--- src/rtl/matvec_pkg.sv ---
// Shared constants for the matrix-vector engine, its controller and the bench.
package matvec_pkg;

    // Default geometry: 4x4 matrix of signed 8-bit elements.
    localparam int unsigned DefaultN = 4;
    localparam int unsigned DefaultW = 8;

    // One-hot engine state, also exported on state_out for debug.
    typedef logic [3:0] state_t;

    localparam state_t StIdle  = 4'b0001;
    localparam state_t StRun   = 4'b0010;
    localparam state_t StDrain = 4'b0100;
    localparam state_t StDone  = 4'b1000;

endpackage

--- src/rtl/matvec_if.sv ---
// Multiply handshake plus matrix-memory read port between controller/ROM and engine.
interface matvec_if
    import matvec_pkg::*;
#(
    parameter int unsigned N     = DefaultN,
    parameter int unsigned W     = DefaultW,
    parameter int unsigned ACC_W = 2 * W + $clog2(N),
    parameter int unsigned AW    = $clog2(N * N)
) ();

    logic                 start_mult;
    logic [N*W-1:0]       v_in;
    logic [AW-1:0]        a_addr;
    logic                 a_rd;
    logic [W-1:0]         a_data;
    logic [N*ACC_W-1:0]   y_out;
    logic                 mul_done;
    logic                 busy;
    state_t               state_out;

    // Controller side: issues requests and supplies matrix data.
    modport master (
        output start_mult, v_in, a_data,
        input  a_addr, a_rd, y_out, mul_done, busy, state_out
    );

    // Engine side.
    modport slave (
        input  start_mult, v_in, a_data,
        output a_addr, a_rd, y_out, mul_done, busy, state_out
    );

endinterface

--- src/rtl/matvec_mac.sv ---
// Signed multiply-accumulate with row-end clear; the accumulator lives here.
module matvec_mac #(
    parameter int unsigned W     = 8,
    parameter int unsigned ACC_W = 18
) (
    input  logic             clk,
    input  logic             reset,
    input  logic             clr,
    input  logic             en,
    input  logic             row_end,
    input  logic [W-1:0]     a,
    input  logic [W-1:0]     b,
    output logic [ACC_W-1:0] sum
);

    logic signed [2*W-1:0] prod;
    logic [ACC_W-1:0]      acc_q;

    // Full-precision signed product, sign-extended into the accumulator width.
    always_comb begin
        prod = $signed(a) * $signed(b);
        sum  = acc_q + {{(ACC_W - 2 * W){prod[2*W-1]}}, prod};
    end

    // Accumulate within a row; restart from zero once the row's result is taken.
    always_ff @(posedge clk or negedge reset) begin
        if (!reset) begin
            acc_q <= '0;
        end else if (clr) begin
            acc_q <= '0;
        end else if (en) begin
            acc_q <= row_end ? '0 : sum;
        end
    end

endmodule

--- src/rtl/matvec_engine.sv ---
// Sequential signed y = A*v; A streamed from a 1-cycle-latency ROM, row-major.
module matvec_engine
    import matvec_pkg::*;
#(
    parameter int unsigned N     = DefaultN,
    parameter int unsigned W     = DefaultW,
    parameter int unsigned ACC_W = 2 * W + $clog2(N),
    parameter int unsigned AW    = $clog2(N * N)
) (
    input logic     clk,
    input logic     reset,
    matvec_if.slave bus
);

    localparam int unsigned CW = $clog2(N);

    state_t            state_q, state_d;
    logic [CW-1:0]     row_q, col_q;
    // Pipeline copies of the issued coordinates, aligned with returning a_data.
    logic              vld_p_q;
    logic [CW-1:0]     row_p_q, col_p_q;
    logic [N*W-1:0]    v_q;
    logic [N*ACC_W-1:0] y_q;

    logic              start_acc;
    logic              last_issue;
    logic              row_end;
    logic [W-1:0]      v_elem;
    logic [ACC_W-1:0]  sum;

    // Decode handshake and pipeline conditions.
    always_comb begin
        start_acc  = (state_q == StIdle) && bus.start_mult;
        last_issue = (row_q == CW'(N - 1)) && (col_q == CW'(N - 1));
        row_end    = (col_p_q == CW'(N - 1));
        v_elem     = v_q[W*int'(col_p_q) +: W];
    end

    // Next-state logic; unknown encodings recover to IDLE.
    always_comb begin
        state_d = state_q;
        case (state_q)
            StIdle:  if (bus.start_mult) state_d = StRun;
            StRun:   if (last_issue) state_d = StDrain;
            StDrain: state_d = StDone;
            StDone:  state_d = StIdle;
            default: state_d = StIdle;
        endcase
    end

    // State register.
    always_ff @(posedge clk or negedge reset) begin
        if (!reset) begin
            state_q <= StIdle;
        end else begin
            state_q <= state_d;
        end
    end

    // Address counters, vector capture and the one-stage read pipeline.
    always_ff @(posedge clk or negedge reset) begin
        if (!reset) begin
            row_q   <= '0;
            col_q   <= '0;
            vld_p_q <= 1'b0;
            row_p_q <= '0;
            col_p_q <= '0;
            v_q     <= '0;
        end else begin
            vld_p_q <= 1'b0;
            if (start_acc) begin
                v_q   <= bus.v_in;
                row_q <= '0;
                col_q <= '0;
            end else if (state_q == StRun) begin
                vld_p_q <= 1'b1;
                row_p_q <= row_q;
                col_p_q <= col_q;
                if (col_q == CW'(N - 1)) begin
                    col_q <= '0;
                    row_q <= last_issue ? '0 : row_q + 1'b1;
                end else begin
                    col_q <= col_q + 1'b1;
                end
            end
        end
    end

    matvec_mac #(
        .W     (W),
        .ACC_W (ACC_W)
    ) u_mac (
        .clk     (clk),
        .reset   (reset),
        .clr     (start_acc),
        .en      (vld_p_q),
        .row_end (row_end),
        .a       (bus.a_data),
        .b       (v_elem),
        .sum     (sum)
    );

    // Result rows are written once per row and otherwise held for the controller.
    always_ff @(posedge clk or negedge reset) begin
        if (!reset) begin
            y_q <= '0;
        end else if (vld_p_q && row_end) begin
            y_q[ACC_W*int'(row_p_q) +: ACC_W] <= sum;
        end
    end

    // Outputs decoded from state and counters.
    always_comb begin
        bus.a_rd      = (state_q == StRun);
        bus.a_addr    = AW'(row_q) * AW'(N) + AW'(col_q);
        bus.mul_done  = (state_q == StDone);
        bus.busy      = (state_q == StRun) || (state_q == StDrain) || (state_q == StDone);
        bus.state_out = state_q;
        bus.y_out     = y_q;
    end

endmodule

--- src/flat_wrapper.sv ---
// flat-port wrapper written by rule: the top's interface ports become plain ports
module matvec_engine_flat import matvec_pkg::*;
#(
    parameter int unsigned N     = DefaultN,
    parameter int unsigned W     = DefaultW,
    parameter int unsigned ACC_W = 2 * W + $clog2(N),
    parameter int unsigned AW    = $clog2(N * N)
)
  (clk, reset, bus_start_mult, bus_v_in, bus_a_data, bus_a_addr, bus_a_rd, bus_y_out, bus_mul_done, bus_busy, bus_state_out);
  matvec_if #(.N(N), .W(W), .ACC_W(ACC_W), .AW(AW)) bus_i ();
  input logic clk;
  input logic reset;
  input wire logic [$bits(bus_i.start_mult)-1:0] bus_start_mult;
  input wire logic [$bits(bus_i.v_in)-1:0] bus_v_in;
  input wire logic [$bits(bus_i.a_data)-1:0] bus_a_data;
  output wire logic [$bits(bus_i.a_addr)-1:0] bus_a_addr;
  output wire logic [$bits(bus_i.a_rd)-1:0] bus_a_rd;
  output wire logic [$bits(bus_i.y_out)-1:0] bus_y_out;
  output wire logic [$bits(bus_i.mul_done)-1:0] bus_mul_done;
  output wire logic [$bits(bus_i.busy)-1:0] bus_busy;
  output wire logic [$bits(bus_i.state_out)-1:0] bus_state_out;
  assign bus_i.start_mult = bus_start_mult;
  assign bus_i.v_in = bus_v_in;
  assign bus_i.a_data = bus_a_data;
  assign bus_a_addr = bus_i.a_addr;
  assign bus_a_rd = bus_i.a_rd;
  assign bus_y_out = bus_i.y_out;
  assign bus_mul_done = bus_i.mul_done;
  assign bus_busy = bus_i.busy;
  assign bus_state_out = bus_i.state_out;
  matvec_engine #(.N(N), .W(W), .ACC_W(ACC_W), .AW(AW)) u_core (.clk(clk), .reset(reset), .bus(bus_i));
endmodule
--- config.mk ---
export PLATFORM = sky130hd
export DESIGN_NAME = matvec_engine_flat
export DESIGN_NICKNAME = d
export VERILOG_FILES = /design/src/rtl/matvec_pkg.sv /design/src/rtl/matvec_if.sv /design/src/rtl/matvec_mac.sv /design/src/rtl/matvec_engine.sv /design/src/flat_wrapper.sv
export SDC_FILE = /design/constraint.sdc
export NUM_CORES = 1
export LEC_CHECK = 0
export CORE_ASPECT_RATIO = 1.2
export CORE_UTILIZATION = 35
export CTS_CLUSTER_DIAMETER = 100
export DETAILED_ROUTE_END_ITERATION = 10
export GPL_TIMING_DRIVEN = 0
export HOLD_SLACK_MARGIN = 0.03
export PLACE_DENSITY = 0.58
export SLEW_MARGIN = 25
export SYNTH_ARGS = -nofsm -noshare
export SYNTH_HDL_FRONTEND = slang
export SYNTH_HIERARCHICAL = 1
export SYNTH_SLANG_ARGS = --single-unit
--- constraint.sdc ---
create_clock -name clk -period 14.5 [get_ports clk]
set_input_delay 2.9 -clock clk [delete_from_list [all_inputs] [get_ports clk]]
set_output_delay 2.9 -clock clk [all_outputs]
set_load 0.05 [all_outputs]
Word-level counts from Yosys, hierarchy flattened
Cells that the tools add are included.
Widths: inputs -> output; s select.
{ "op_classes": {"addsub": 5, "shifts": 3, "bitwise_logic": 1, "reduce_logical": 11, "mul": 2, "eq_ne": 9, "mux": 16} }
{ "ops": {"columns": ["cell", "n"], "rows": [
  ["$bwmux 72", 1],
  ["$shift 18x34->72 const A", 1],
  ["$shiftx 18x34->72", 1],
  ["$mux 18", 3],
  ["$neg 7->34", 1],
  ["$shiftx 32x6->8", 1],
  ["$add 18x18->18", 1],
  ["$mul 8x8->16", 1],
  ["$mux 2", 7],
  ["$pmux 4 s3", 1],
  ["$mux 4", 2],
  ["$eq 2x2->1 const B", 3],
  ["$mul 4x2->6 const A", 1],
  ["$reduce_and 2->1", 3],
  ["$reduce_bool 2->1", 3],
  ["$add 2x1->2 const B", 2],
  ["$add 4x2->4", 1],
  ["$eq 4x1->1 const B", 1],
  ["$eq 4x2->1 const B", 1],
  ["$eq 4x3->1 const B", 1],
  ["$eq 4x4->1 const B", 1],
  ["$logic_and 1x1->1", 3],
  ["$logic_or 1x1->1", 2],
  ["$mux 1", 2],
  ["other kinds (3)", 3]
]} }
{ "totals": {"output_inout_bits": 83, "regBits": 135} }

Depth between registers and ports, before layout
{ "depth": {"word_depth": 6, "mapped_depth": 31, "depth_no_buf": 30} }

By module
The synthesis kept the hierarchy.
{ "modules_own_cells": {"columns": ["module", "cells_each", "seq_area_each_um2", "area_each_um2", "n_inst"], "rows": [
  ["matvec_engine", 501, 2929.1, 5612.9, 1],
  ["matvec_mac", 446, 450.4, 3972.6, 1]
]} }

Worst setup path after synthesis
OpenSTA, ideal clock, no wires.
{ "synth_path": {"path_kind": "input-to-reg", "from": "in bus_a_data[3]", "to": "reg u_core.y_q[21] (netlist: u_core/bus.y_out[21])", "path_slack_ps": 5745, "cell_stages": 28, "required_time_ps": 14404, "n_path_buf": 0, "arrival_ps": 8660, "cell_sequence": "and2_1 -> fa_1 -> inv_1 -> fa_1 -> inv_1 -> fa_1 -> inv_1 -> fa_1 -> inv_1 -> ha_1 -> a21oi_1 -> o21bai_1 -> a21oi_1 -> o21ai_0 -> a21o_1 -> a21oi_1 -> xnor2_1 -> ha_1 -> nor2b_1 -> o21ai_0 -> a21oi_1 -> o21ai_0 -> xor2_1 -> xnor2_1 -> mux2i_1 -> o21ai_0 -> a21boi_0 -> o31ai_1"} }
{ "synth_via": {"elab_chain_cells": 4} }
{ "synth_rtl": {"columns": ["item", "line", "source"], "rows": [
  ["start, declared", "flat_wrapper.sv:15", "input wire logic [$bits(bus_i.a_data)-1:0] bus_a_data;"],
  ["$mul 8x8->16", "matvec_mac.sv:21", "prod = $signed(a) * $signed(b);"],
  ["$add 18x18->18", "matvec_mac.sv:22", "sum = acc_q + {{(ACC_W - 2 * W){prod[2*W-1]}}, prod};"],
  ["named net u_core.sum[17]", "matvec_engine.sv:29", "logic [ACC_W-1:0] sum;"],
  ["$shiftx 18x34->72", "matvec_engine.sv:108", "y_q[ACC_W*int'(row_p_q) +: ACC_W] <= sum;"],
  ["$bwmux 72", "matvec_engine.sv:108", null],
  ["end signal, assigned by index", "matvec_engine.sv:108", null],
  ["end, declared", "matvec_engine.sv:23", "logic [N*ACC_W-1:0] y_q;"]
]} }
The timed path passes the listed nets, and every way through them passes these cells.
A chain may end at the register's enable or synchronous reset.

Final worst setup path
{ "layout_path": {"from": "in bus_a_data[0]", "to": "reg u_core.y_q[21] (netlist: u_core/bus.y_out[21])"} }
Same word-level chain as after synthesis.

==> impl_summary.log <==
INFO  metric insertedDiodeCount = 0
INFO  metric placementRows = between 60 and 70
INFO  metric postLayoutCellArea = between 0.01 and 0.015 mm2
INFO  metric clk-insertion-delay-late = roughly 0.43 ns
INFO  metric cts_root_buf = sky130_fd_sc_hd__clkbuf_16
INFO  metric ctsLongestPathBuffers = 2
INFO  metric timing.clock.skew = roughly 0.014 ns
INFO  metric total_die_area = between 0.02 and 0.03 mm2
INFO  metric outcome = completed
INFO  metric cell_area_placed = about 0.011 mm2
INFO  metric initial_utilization = a little over a third
INFO  metric hold_viol_final = 0
INFO  metric grt_first_pass_wirelength = about 40 mm
INFO  metric cts_max_level = 4
INFO  metric route.vias.total = roughly 7,400
INFO  metric mostFrequentLayoutCells = sky130_fd_sc_hd__dfrtp_1, sky130_fd_sc_hd__clkdlybuf4s50_1, sky130_fd_sc_hd__nand2_1
INFO  metric ctsResizeCount = 0
INFO  metric dominantRegCellSynth = sky130_fd_sc_hd__dfrtp_1
INFO  metric report.final.setup_viol = 0
INFO  metric cts_inserted_buffers = 17
INFO  metric final.setup.worst_slack = a little over 4 ns
INFO  metric num-fill-cells = approximately 2,600
INFO  metric totalWireLength = between 20 and 25 mm
INFO  metric mappedNetlistArea = ~0.0096 mm2
INFO  metric die_w = 153 um
INFO  metric global_route.usage.total = 18.4%
INFO  metric critPathArrivalTime = about 11 ns
INFO  metric synth_area_leaders = sky130_fd_sc_hd__dfrtp_1, sky130_fd_sc_hd__fa_1, sky130_fd_sc_hd__ha_1, sky130_fd_sc_hd__mux2_2, sky130_fd_sc_hd__nand2_1
INFO  metric synth.yosys.seq_area_share = between 30% and 40%
INFO  metric critPathMaxFanout = 8
INFO  metric syn_avg_cell_area = 10.1 um2
INFO  metric post_cts.repair.setup_buffers = 0
INFO  metric grt_start_max_net_pins = 88
INFO  metric drt_pass1_iterations = 5
INFO  metric critPathCaptureType = register
INFO  metric clock_tree_from_tritoncts = yes
INFO  metric setup-tns-final = 0 ns
INFO  metric max_freq = ~96 MHz
INFO  metric dp.final_hpwl = approximately 19 mm
INFO  metric cts.sinks = around 140
INFO  metric post-synth-top-area-cell = sky130_fd_sc_hd__dfrtp_1
INFO  metric yosys_warnings = 6
INFO  metric dp_slack = around 3.6 ns
INFO  metric synth_enable_flop_cells = 0
INFO  metric postSynth.asyncResetShare = 100%
INFO  metric multi_input_gate_area_in_the_final_layout = roughly 0.0056 mm2
INFO  metric register_area = 0.00338 mm2
INFO  metric total_drc_errors_in_the_routed_layout = 0
INFO  metric place.gp.congestion = about 0.85
INFO  metric critPathLaunchType = primary input
INFO  metric numPortBuffers = 125
INFO  metric final_net_count = 1,244
INFO  metric postSynthRegisterBits = around 140
INFO  metric core_area = roughly 0.027 mm2
INFO  metric maxCapViolations = 0
INFO  metric antenna_left = 0
INFO  metric tightestPinTransition = between 0.9 and 1 ns
INFO  metric pin_count = between 100 and 150
INFO  metric required = 14.83 ns
INFO  metric layout_commonest_cell = sky130_fd_sc_hd__dfrtp_1
INFO  metric drt-initial-drc-count = 310
INFO  metric area_growth = 23.8%
INFO  metric clk_pin_slew = ~0.07 ns
INFO  metric final.period_utilization = 72.1%
INFO  metric routed_via_density = ~5
INFO  metric synth_largest_type_area_fraction = 35.0%
INFO  metric timing.final.max_slew_violations = 0
INFO  metric die_h = ~180 um
INFO  metric min_path_type = reg2reg
INFO  metric drive_above_1_share = between 10% and 20%
INFO  metric fin_util = a little over two fifths
INFO  metric min_period = 10.45 ns
INFO  metric hold_buffers = 0
INFO  metric grt_setup_unrepaired = no
INFO  metric via_count_of_the_first_global_routing_pass = 7,366
INFO  metric syn_inst = ~950
INFO  metric initial_antenna_violation_count = 0
INFO  metric yosys.cell_types.count = 74
INFO  metric critPathKind = in2reg
INFO  metric post_synthesis_net_count = 1,099
INFO  metric rel_slew_slack = 33.5%
INFO  metric avgRoutedWirePerCell = around 17 um
INFO  metric grt-ovfl-total = 0
registers in the layout, summed over array words and instances, names as in the netlist:
register              count
u_core/bus.y_out         72
u_core/col_q              2
u_core/col_p_q            2
u_core/vld_p_q            1
u_core/bus.state_out      4
u_core/row_q              2
u_core/v_q               32
u_core/row_p_q            2
u_core/u_mac/acc_q       18
per-layer routing:
metal	routed length, um	global-route usage, %	part of all wire (%)	up-vias
met5	0	0	0	-
met4	292	5.33	1.2	0
met3	1030	3.33	4.1	17
met2	12300	30.6	49	149
met1	11300	24.5	45	3731
li1	-	-	-	3530
cells in the mapped netlist (6+ instances only):
cell type,n
sky130_fd_sc_hd__a21oi_1,30
sky130_fd_sc_hd__a22o_1,32
sky130_fd_sc_hd__a32o_1,8
sky130_fd_sc_hd__and2_1,47
sky130_fd_sc_hd__buf_2,15
sky130_fd_sc_hd__clkbuf_1,16
sky130_fd_sc_hd__dfrtp_1,134
sky130_fd_sc_hd__fa_1,56
sky130_fd_sc_hd__ha_1,53
sky130_fd_sc_hd__inv_1,106
sky130_fd_sc_hd__mux2_2,44
sky130_fd_sc_hd__mux2i_1,29
sky130_fd_sc_hd__mux4_2,10
sky130_fd_sc_hd__nand2_1,109
sky130_fd_sc_hd__nand3_1,8
sky130_fd_sc_hd__nor2_1,34
sky130_fd_sc_hd__nor2b_1,8
sky130_fd_sc_hd__nor3_1,8
sky130_fd_sc_hd__o21ai_0,56
sky130_fd_sc_hd__o21ai_1,13
sky130_fd_sc_hd__o31ai_1,8
sky130_fd_sc_hd__or2_2,6
sky130_fd_sc_hd__or3_1,7
sky130_fd_sc_hd__xnor2_1,19
logic make-up (layout without fill, tap and decap cells):
group | Yosys count | count (layout) | share of synthesized area (%)
XOR/XNOR | 24 | 24 | 2.19
flip-flops | 135 | 135 | 35.3
adder cells (fa/ha/maj) | 109 | 109 | 18.6
AND/OR/NAND/NOR | 251 | 251 | 12.8
AO/OA/AOI/OAI | 198 | 198 | 14.2
buffers and inverters | 147 | 305 | 6.36
multiplexers | 83 | 83 | 10.5
cell type report:
type,instances,share of cell area (%)
inverters,108,3.42
repair buffers,126,10.8
plain buffers,39,1.72
flip-flops and latches,135,28.5
well taps,340,3.58
multi-input cells,665,47.1
clock inverters,15,1.26
clock buffers,17,3.58
through the flow:
stage          std cells  hold WS, ns
5_1_grt             1445        0.510
3_3_place_gp        1412        0.463
4_1_cts             1445        0.488
6_report            1445        0.478
3_5_place_dp        1413        0.470
2_1_floorplan        947        0.472
worst paths after layout:
check	from	endpoint	slack, ns	depth (start not counted)
min reg2reg	u_core/bus.y_out[58]	u_core/bus.y_out[58]	0.48	2
max	bus_a_data[0]	u_core/bus.y_out[21]	4.05	28
max reg2reg	u_core/col_p_q[1]	u_core/bus.y_out[21]	5.83	30
max in group asynchronous	reset	u_core/bus.state_out[0]	11.34	2
min in group asynchronous	reset	u_core/bus.y_out[26]	2.36	1
min	u_core/bus.y_out[58]	u_core/bus.y_out[58]	0.48	2
critical path, cell delays in order:
cell and delay (ns):
sky130_fd_sc_hd__clkdlybuf4s50_1 0.58, sky130_fd_sc_hd__nand2b_1 0.25, sky130_fd_sc_hd__fa_1 0.52, sky130_fd_sc_hd__fa_1 0.55, sky130_fd_sc_hd__inv_1 0.05, sky130_fd_sc_hd__fa_1 0.55
sky130_fd_sc_hd__inv_1 0.06, sky130_fd_sc_hd__fa_1 0.53, sky130_fd_sc_hd__inv_1 0.05, sky130_fd_sc_hd__ha_1 0.33, sky130_fd_sc_hd__a21oi_1 0.23, sky130_fd_sc_hd__o21bai_1 0.11
sky130_fd_sc_hd__a21oi_1 0.23, sky130_fd_sc_hd__o21ai_0 0.19, sky130_fd_sc_hd__a21o_1 0.20, sky130_fd_sc_hd__a21oi_1 0.16, sky130_fd_sc_hd__xnor2_1 0.19, sky130_fd_sc_hd__ha_1 0.34
sky130_fd_sc_hd__nor2b_1 0.15, sky130_fd_sc_hd__o21ai_0 0.26, sky130_fd_sc_hd__a21oi_1 0.10, sky130_fd_sc_hd__o21ai_0 0.12, sky130_fd_sc_hd__xor2_1 0.11, sky130_fd_sc_hd__xnor2_1 0.50
sky130_fd_sc_hd__mux2i_1 0.19, sky130_fd_sc_hd__o21ai_0 0.81, sky130_fd_sc_hd__a21boi_0 0.25, sky130_fd_sc_hd__o31ai_1 0.25
Power is left out: the tool's default activity adds up to more than one toggle a clock period on the data nets, which glitch-free logic cannot reach.
